**config.mk**
```make
export PLATFORM = sky130hd
export DESIGN_NAME = pi_window_sequencer
export DESIGN_NICKNAME = d
export VERILOG_FILES = /design/src/rtl/pi_window_sequencer.sv
export SDC_FILE = /design/constraint.sdc
export NUM_CORES = 1
export LEC_CHECK = 0
export BUFFER_PORTS_ARGS = -buffer_cell sky130_fd_sc_hd__buf_4
export CORE_UTILIZATION = 45
export CTS_CLUSTER_DIAMETER = 150
export DETAILED_ROUTE_END_ITERATION = 10
export GPL_ROUTABILITY_DRIVEN = 0
export HOLD_SLACK_MARGIN = 0.12
export PLACE_DENSITY = 0.71
export SYNTH_ARGS = -nofsm -noshare
export SYNTH_HDL_FRONTEND = slang
export SYNTH_SLANG_ARGS = --single-unit
```
**constraint.sdc**
```tcl
create_clock -name clk -period 3.1 [get_ports clk]
set_clock_uncertainty 0.2 [all_clocks]
set_input_delay 0.31 -clock clk [delete_from_list [all_inputs] [get_ports clk]]
set_output_delay 0.31 -clock clk [all_outputs]
set_load 0.01 [all_outputs]
```
**src/rtl/pi_window_sequencer.sv**
```systemverilog
// ---------------------------------------------------------------------------
// pi_window_sequencer
//   Cartridge-side PI bus front end. Captures the 32-bit PI address from the
//   multiplexed ad bus on ALEL/ALEH and decodes it against NUM_WIN
//   programmable windows. Each window can be restricted to the boot phase.
//   Read/write bursts are sequenced onto the SST flash with an
//   auto-incrementing halfword counter.
//
// Ports
//   clk         system clock
//   cold_reset  asynchronous active-high reset
//   ad_in       sampled PI ad bus
//   ad_out      PI data to drive (miss response only)
//   ad_oe       tristate enable for ad_out
//   alel, aleh  PI address latch enables
//   read, write active-low PI strobes, asynchronous to clk
//   boot_done   disables boot-only windows once set
//   sst         flash halfword address
//   sst_ce      flash chip enable, active-low
//   sst_oe      flash output enable, active-low
//   addr        latched PI address
//   addr_valid  high once the upper half of the address is latched
//   win_hit     one-hot resolved window, 0 on a miss
//   busy        high while an access is ACTIVE or in RECOVER
// ---------------------------------------------------------------------------

// Per-window compare and flash base computation.
module pi_win_match #(
   parameter int          FLASH_AW = 19,
   parameter logic [31:0] BASE     = 32'h0,
   parameter logic [31:0] MASK     = 32'hFFF00000,
   parameter logic [FLASH_AW-1:0] OFFSET = '0,
   parameter bit          BOOT     = 1'b0
) (
   input  logic [31:0]         addr,
   input  logic                addr_valid,
   input  logic                boot_done,
   output logic                match,
   output logic [FLASH_AW-1:0] fbase
);
   assign match = ((addr & MASK) == (BASE & MASK)) && addr_valid
                  && !(BOOT && boot_done);

   // Halfword index of the address within the window, relocated by OFFSET.
   // The sum wraps modulo 2^FLASH_AW.
   assign fbase = OFFSET + (addr[FLASH_AW:1] & ~MASK[FLASH_AW:1]);
endmodule

module pi_window_sequencer #(
   parameter int NUM_WIN     = 4,
   parameter int FLASH_AW    = 19,
   parameter int INC_W       = 13,
   parameter int SYNC_STAGES = 2,
   parameter logic [32*NUM_WIN-1:0]       WIN_BASE   = {NUM_WIN{32'h0}},
   parameter logic [32*NUM_WIN-1:0]       WIN_MASK   = {NUM_WIN{32'hFFF00000}},
   parameter logic [FLASH_AW*NUM_WIN-1:0] WIN_OFFSET = '0,
   parameter logic [NUM_WIN-1:0]          WIN_BOOT   = '0,
   parameter bit          MISS_DRIVE = 1'b0,
   parameter logic [15:0] MISS_VALUE = 16'h0000
) (
   input  logic                clk,
   input  logic                cold_reset,
   input  logic [15:0]         ad_in,
   output logic [15:0]         ad_out,
   output logic                ad_oe,
   input  logic                alel,
   input  logic                aleh,
   input  logic                read,
   input  logic                write,
   input  logic                boot_done,
   output logic [FLASH_AW-1:0] sst,
   output logic                sst_ce,
   output logic                sst_oe,
   output logic [31:0]         addr,
   output logic                addr_valid,
   output logic [NUM_WIN-1:0]  win_hit,
   output logic                busy
);

   typedef enum logic [1:0] {IDLE, ACTIVE, RECOVER} state_t;

   state_t                              state;
   logic [INC_W-1:0]                    cnt;
   logic                                is_rd;
   logic [FLASH_AW-1:0]                 fbase_q;
   logic [SYNC_STAGES-1:0]              rd_sync, wr_sync;
   logic                                rd_l, wr_l;

   logic [31:0]                         addr_d;
   logic                                valid_d;
   logic [NUM_WIN-1:0]                  match;
   logic [NUM_WIN-1:0][FLASH_AW-1:0]    fbase;
   logic [NUM_WIN-1:0]                  hit_d;
   logic [FLASH_AW-1:0]                 fbase_d;
   logic                                hit;
   logic                                rd_acc;
   logic                                drive_miss;
   logic [FLASH_AW-1:0]                 sst_calc;

   // -----------------------------------------------------------------------
   // Strobe synchronisers; idle (high) out of reset.
   // -----------------------------------------------------------------------
   always_ff @(posedge clk or posedge cold_reset) begin
      if (cold_reset) begin
         rd_sync <= '1;
         wr_sync <= '1;
      end else begin
         rd_sync <= {rd_sync[SYNC_STAGES-2:0], read};
         wr_sync <= {wr_sync[SYNC_STAGES-2:0], write};
      end
   end

   assign rd_l = !rd_sync[SYNC_STAGES-1];
   assign wr_l = !wr_sync[SYNC_STAGES-1];

   // -----------------------------------------------------------------------
   // Next-state address. Windows are matched against this value so that
   // addr and win_hit change on the same edge.
   // -----------------------------------------------------------------------
   always_comb begin
      addr_d  = addr;
      valid_d = addr_valid;
      if (alel && !aleh) begin
         addr_d[15:0] = ad_in;
         valid_d      = 1'b0;
      end else if (alel && aleh) begin
         addr_d[31:16] = ad_in;
         valid_d       = 1'b1;
      end
   end

   for (genvar i = 0; i < NUM_WIN; i++) begin : g_win
      pi_win_match #(
         .FLASH_AW (FLASH_AW),
         .BASE     (WIN_BASE[32*i +: 32]),
         .MASK     (WIN_MASK[32*i +: 32]),
         .OFFSET   (WIN_OFFSET[FLASH_AW*i +: FLASH_AW]),
         .BOOT     (WIN_BOOT[i])
      ) u_win (
         .addr       (addr_d),
         .addr_valid (valid_d),
         .boot_done  (boot_done),
         .match      (match[i]),
         .fbase      (fbase[i])
      );
   end

   // Lowest-index match wins.
   always_comb begin
      logic found;
      hit_d   = '0;
      fbase_d = '0;
      found   = 1'b0;
      for (int i = 0; i < NUM_WIN; i++) begin
         if (match[i] && !found) begin
            hit_d[i] = 1'b1;
            fbase_d  = fbase[i];
            found    = 1'b1;
         end
      end
   end

   always_ff @(posedge clk or posedge cold_reset) begin
      if (cold_reset) begin
         addr       <= '0;
         addr_valid <= 1'b0;
         win_hit    <= '0;
         fbase_q    <= '0;
      end else begin
         addr       <= addr_d;
         addr_valid <= valid_d;
         win_hit    <= hit_d;
         fbase_q    <= fbase_d;
      end
   end

   // -----------------------------------------------------------------------
   // Access sequencer
   // -----------------------------------------------------------------------
   assign hit        = |win_hit;
   // Access type is decided when leaving IDLE (read wins) and held after.
   assign rd_acc     = (state == IDLE) ? rd_l : is_rd;
   assign drive_miss = !hit && rd_acc && MISS_DRIVE;
   // On a miss fbase_q is 0, so sst just tracks the counter.
   assign sst_calc   = fbase_q + FLASH_AW'(cnt);

   always_ff @(posedge clk or posedge cold_reset) begin
      if (cold_reset) begin
         state  <= IDLE;
         cnt    <= '0;
         is_rd  <= 1'b0;
         sst    <= '0;
         sst_ce <= 1'b1;
         sst_oe <= 1'b1;
         ad_oe  <= 1'b0;
         ad_out <= '0;
         busy   <= 1'b0;
      end else if (alel) begin
         // Address phase aborts any access in flight.
         state  <= IDLE;
         sst_ce <= 1'b1;
         sst_oe <= 1'b1;
         ad_oe  <= 1'b0;
         ad_out <= '0;
         busy   <= 1'b0;
         if (!aleh) cnt <= '0;
      end else begin
         case (state)
            IDLE: begin
               // Keep sst tracking so it is valid before the strobe lands.
               sst <= sst_calc;
               if (rd_l || wr_l) begin
                  state  <= ACTIVE;
                  busy   <= 1'b1;
                  is_rd  <= rd_l;
                  sst_ce <= !hit;
                  sst_oe <= !(hit && rd_l);
                  ad_oe  <= drive_miss;
                  ad_out <= drive_miss ? MISS_VALUE : 16'h0000;
               end
            end
            ACTIVE: begin
               if (!rd_l && !wr_l) begin
                  state  <= RECOVER;
                  sst_ce <= 1'b1;
                  sst_oe <= 1'b1;
                  ad_oe  <= 1'b0;
                  ad_out <= '0;
               end else begin
                  // Re-evaluate each cycle so a window disabled by
                  // boot_done mid-access releases the flash.
                  sst_ce <= !hit;
                  sst_oe <= !(hit && is_rd);
                  ad_oe  <= drive_miss;
                  ad_out <= drive_miss ? MISS_VALUE : 16'h0000;
               end
            end
            RECOVER: begin
               state <= IDLE;
               busy  <= 1'b0;
               cnt   <= cnt + INC_W'(1);
            end
            default: begin
               state  <= IDLE;
               busy   <= 1'b0;
               sst_ce <= 1'b1;
               sst_oe <= 1'b1;
               ad_oe  <= 1'b0;
            end
         endcase
      end
   end

endmodule

```
== Word level (Yosys, flattened, before mapping) ==
Index checks and enable logic that the tools add are counted.

* Add/sub/neg operators: 2
* Equality and inequality tests: 7
* Multiplexer cells: 39
* Bitwise logic cells: 1
* Reduce and logical (&&, ||, !) cells: 31

{| class="wikitable"
|+ Operators with widths
! operator !! number
|-
| $mux 16 || 5
|-
| $mux 19 || 4
|-
| $mux 13 || 3
|-
| $logic_not 32->1 || 1
|-
| $pmux 16 s2 || 1
|-
| $add 19x13->19 || 1
|-
| $mux 1 || 18
|-
| $add 13x1->13 const B || 1
|-
| $reduce_and 2->1 || 6
|-
| $logic_and 1x1->1 || 9
|-
| $logic_not 1->1 || 9
|-
| $mux 2 || 3
|-
| $ne 2x2->1 const B || 3
|-
| $pmux 1 s3 || 2
|-
| $pmux 1 s2 || 2
|-
| $pmux 2 s2 || 1
|-
| $reduce_or 4->1 || 1
|-
| $ne 3x2->1 const B || 1
|-
| $ne 3x3->1 const B || 1
|-
| $reduce_and 3->1 || 1
|-
| $reduce_bool 3->1 || 1
|-
| $eq 2x1->1 const B || 1
|-
| $eq 2x2->1 const B || 1
|-
| $logic_not 2->1 || 1
|-
| other kinds (3) || 3
|}

* Bits in registers: 115
* Input port bits: 23
* Output and inout bits: 76
* Word-level logic and storage cells: 96

== Depth between registers and ports, before layout ==
* Depth after elaboration: 15
* Mapped depth: 9
* Depth with buffers taken out: 9

== Modules after synthesis ==
From an unflattened synthesis, not the netlist that was laid out.

* Cell total of the unflattened synthesis: 592
* Area, all modules: 5,649.2 µm²

{| class="wikitable"
|+ Modules (own cells, without submodules)
! module !! instances !! cells an instance !! area an instance (µm²) !! seq. area each (µm²)
|-
| pi_window_sequencer || 1 || 496 || 4,948.5 || 2,459.9
|-
| pi_win_match || 4 || 24 || 175.2 || 0.0
|}

== Worst setup path before layout ==
Ideal clock, no wire load.

* Kind: reg-to-reg
* Start: register cnt[0]
* End: register sst[12]
* Setup time: 133 ps
* Arrival: 1,931 ps
* Data required time: 2,767 ps
* Slack: 836 ps
* Cell stages (with the launch flop): 10
* Path buffers: 0
* Clock period less this slack: 2,264 ps
* Cells stage by stage: dfrtp_1 -> ha_1 -> inv_1 -> fa_1 -> nand2b_1 -> a21oi_1 -> o21ai_0 -> o31ai_1 -> xnor2_1 -> o21ai_0

* Cells in the longest elaborated chain, start to end: 1

{| class="wikitable"
|+ RTL lines
! item !! line !! RTL
|-
| from (decl) || 83 || <nowiki>logic [INC_W-1:0] cnt;</nowiki>
|-
| from (signal assigned) || 241 || <nowiki>cnt <= cnt + INC_W'(1);</nowiki>
|-
| $add 19x13->19 || 185 || <nowiki>assign sst_calc = fbase_q + FLASH_AW'(cnt);</nowiki>
|-
| to (signal assigned) || 211 || <nowiki>sst <= sst_calc;</nowiki>
|-
| to (decl) || 71 || <nowiki>output logic [FLASH_AW-1:0] sst,</nowiki>
|}

Every way passes these cells.
A chain may end at the register's enable or synchronous reset.

== Final worst setup path ==
* Start: register cnt[5]
* End: register sst[16]

The elaborated chain is that of the path after synthesis.

==> impl_metrics.yaml <==
power_and_ir_drop:
  vdd_ir_drop_max_mv: 0.283
  power_mw: 2.65
  power_density_nw_per_um2: 476
  p_leak_nw: 2.68
synthesis:
  ys.flop_type: "dfrtp_1"
  synth-seq-area-share_pct: 53.1
  avgSynthCellArea_sq_um: 10.9
  synth_edf_count: 0
  ys_types: 42
  ys_ff_latch: 95
  synth_cells: 411
  synthesis.area_sq_um: 4490
  synth_async_sr_flop_share_pct: 100
  yosys_warnings: 0
global_route:
  met2_usage_pct: 30.9
  grt_first_pass_wirelength_um: 15300
  grt_remaining_overflow: 0
  grt_use_met3_pct: 4.10
  grt_use_total_pct: 19.1
  grt_antenna_before_repair: 0
  grt_pass1_vias: 3166
  busiest_layer: "met2"
  use_met1_pct: 24.8
  grt_max_degree: 53
routing:
  drt-vias-per-instance: 5.01
  routed_wl_um: 9270
  dr.pass1.iters: 4
  vias: 3254
  wl_per_cell_um: 14.3
  drtIter0Drc: 168
  post-route-drc-count: 0
  postRouteAntennaNets: 0
clock_network:
  cts_tree: "built"
  cts-resized-gates: 0
  clockBufferDepth: 2
  numClockSinks: 95
  root_buffer: "clkbuf_8"
  h-tree-depth: 3
  insertion_delay_ns: 0.35
  clk_pin_slew_worst_paths_ns: 0.09
  cts_inserted_buffers: 9
placed_design:
  pre_cts_ws_ns: 0.534
  dp_cells: 613
  io_buffer_count: 77
  post_dp_cell_area_sq_um: 5130
  dp_hpwl_um: 6820
finish:
  nFillCells: 848
  drive_gt1_share_pct: 27.3
  syn_to_final_growth_pct: 24.0
  fin_util_pct: 57.2
  diodes: 0
  final_nets: 549
  final_cells: 649
  design_area_sq_um: 5570
floorplan:
  die_height_um: 102
  core_sq_um: 9730
  dieArea_sq_um: 10400
  rows: 36
  start_util_pct: 46.2
  dieWidth_um: 102
  pin_count: 99
timing:
  period_share_pct: 84.1
  setup-tns-final_ns: 0
  setup_viol: 0
  finalMaxSlewViolations: 0
  hold_slack_ns: 0.160
  tightest_slew_ns: 0.831
  maxSlewHeadroom_pct: 44.6
  rsz0062_at_grt: "no"
  report.final.hold_viol_count: 0
  period_minus_slack_ns: 2.61
  fmax_mhz: 384
  setup_slack_ns: 0.493
setup_path:
  crit_path_max_fanout: 6
  critPathLaunchType: "flip-flop"
  arrival_ns: 2.61
  criticalPathCategory: "flip-flop to flip-flop"
  critPathRequiredTime_ns: 3.10
  critPathCaptureType: "flip-flop"
worst_hold_path:
  hp-class: "flip-flop to flip-flop"
outcome:
  status: "complete, no violations"
run:
  cap_violations: 0
synth_stat cells (all sizes together), types with 7 or more instances:
library cell	count	area, sq um
a21o	8	60.1
inv	10	37.5
nor2b	20	133
a21oi	17	85.1
nor2	13	48.8
clkbuf	7	26.3
ha	14	175
dfrtp	89	2230
nand2	46	173
o21ai	34	170
nand4	9	56.3
mux2i	8	80.1
xor2	7	61.3
buf	26	193
nand3	10	50.1
mux2	30	338
flip-flops by register name, summed over array words and instances (netlist names), 2 cells and up:
| name | flops |
|---|---|
| addr | 32 |
| cnt | 13 |
| fbase_q | 19 |
| rd_sync | 2 |
| sst | 19 |
| state | 2 |
| wr_sync | 2 |
power by group:
part           leakage, nW  internal [mW]  switching [mW]  total, mW
clock network        0.117          0.502           0.423      0.925
logic                 1.34          0.189           0.174      0.363
registers             1.23           1.31          0.0496       1.36
cells in the final DEF (no fill, tap or decap), types with 5 or more instances in the layout:
cell type,count
dfrtp_1,89
buf_4,83
nand2_1,46
o21ai_0,34
mux2_2,30
conb_1,20
dlygate4sd3_1,20
nor2b_1,17
a21oi_1,17
ha_1,14
nor2_1,13
clkbuf_8,11
nand3_1,10
inv_1,9
nand4_1,9
mux2i_1,8
a21o_1,8
xor2_1,7
nand2b_1,6
nor3_1,6
xnor2_1,6
dfstp_2,6
o31ai_1,5
path summary, 6_finish.rpt:
kind | from | end | slack (ns) | cells after the start
min in group asynchronous | cold_reset | addr[20] | 0.44 | 4
max in group asynchronous | cold_reset | sst[16] | 1.79 | 4
min reg2reg | wr_sync[0] | wr_sync[1] | 0.16 | 0
max reg2reg | cnt[5] | sst[16] | 0.49 | 7
min | wr_sync[0] | wr_sync[1] | 0.16 | 0
max | cnt[5] | sst[16] | 0.49 | 7
logic make-up after synthesis:
| family | count (synthesis) | synth area share [%] |
|---|---|---|
| buffers and inverters | 43 | 5.71 |
| AO/OA/AOI/OAI | 75 | 9.69 |
| flip-flops | 95 | 53.1 |
| multiplexers | 38 | 9.30 |
| other | 1 | 0.0835 |
| adder cells (fa/ha/maj) | 15 | 4.35 |
| AND/OR/NAND/NOR | 131 | 15.2 |
| XOR/XNOR | 13 | 2.53 |
timing repair:
action / 4_1_cts / 5_1_grt
setup buffers: 0 / 0
hold endpoints to repair: 126 / 0
hold buffers: 20 / 0
critical path: stages, from the launching register on:
cell     delay [ns]
dfrtp_1        0.45
ha_1           0.40
a21o_1         0.22
or3_1          0.30
o21ai_0        0.37
o21ai_0        0.22
xnor2_1        0.18
o21ai_0        0.10
metal layers:
layer	part of all wire (%)	up-vias
met1	46	1548
met4	2.0	0
met3	6.0	12
met5	0	-
met2	46	101
li1	-	1593
final cells by class:
cell class / count / area, sq um / area share, %
sequential: 95 / 2380 / 42.8
multi-input combinational: 292 / 1920 / 34.5
timing repair buffer: 103 / 823 / 14.8
tap: 133 / 166 / 2.99
clock buffer: 12 / 155 / 2.79
clock inverter: 4 / 77.6 / 1.39
inverter: 10 / 38.8 / 0.697
(Power assumes the default switching activity.)
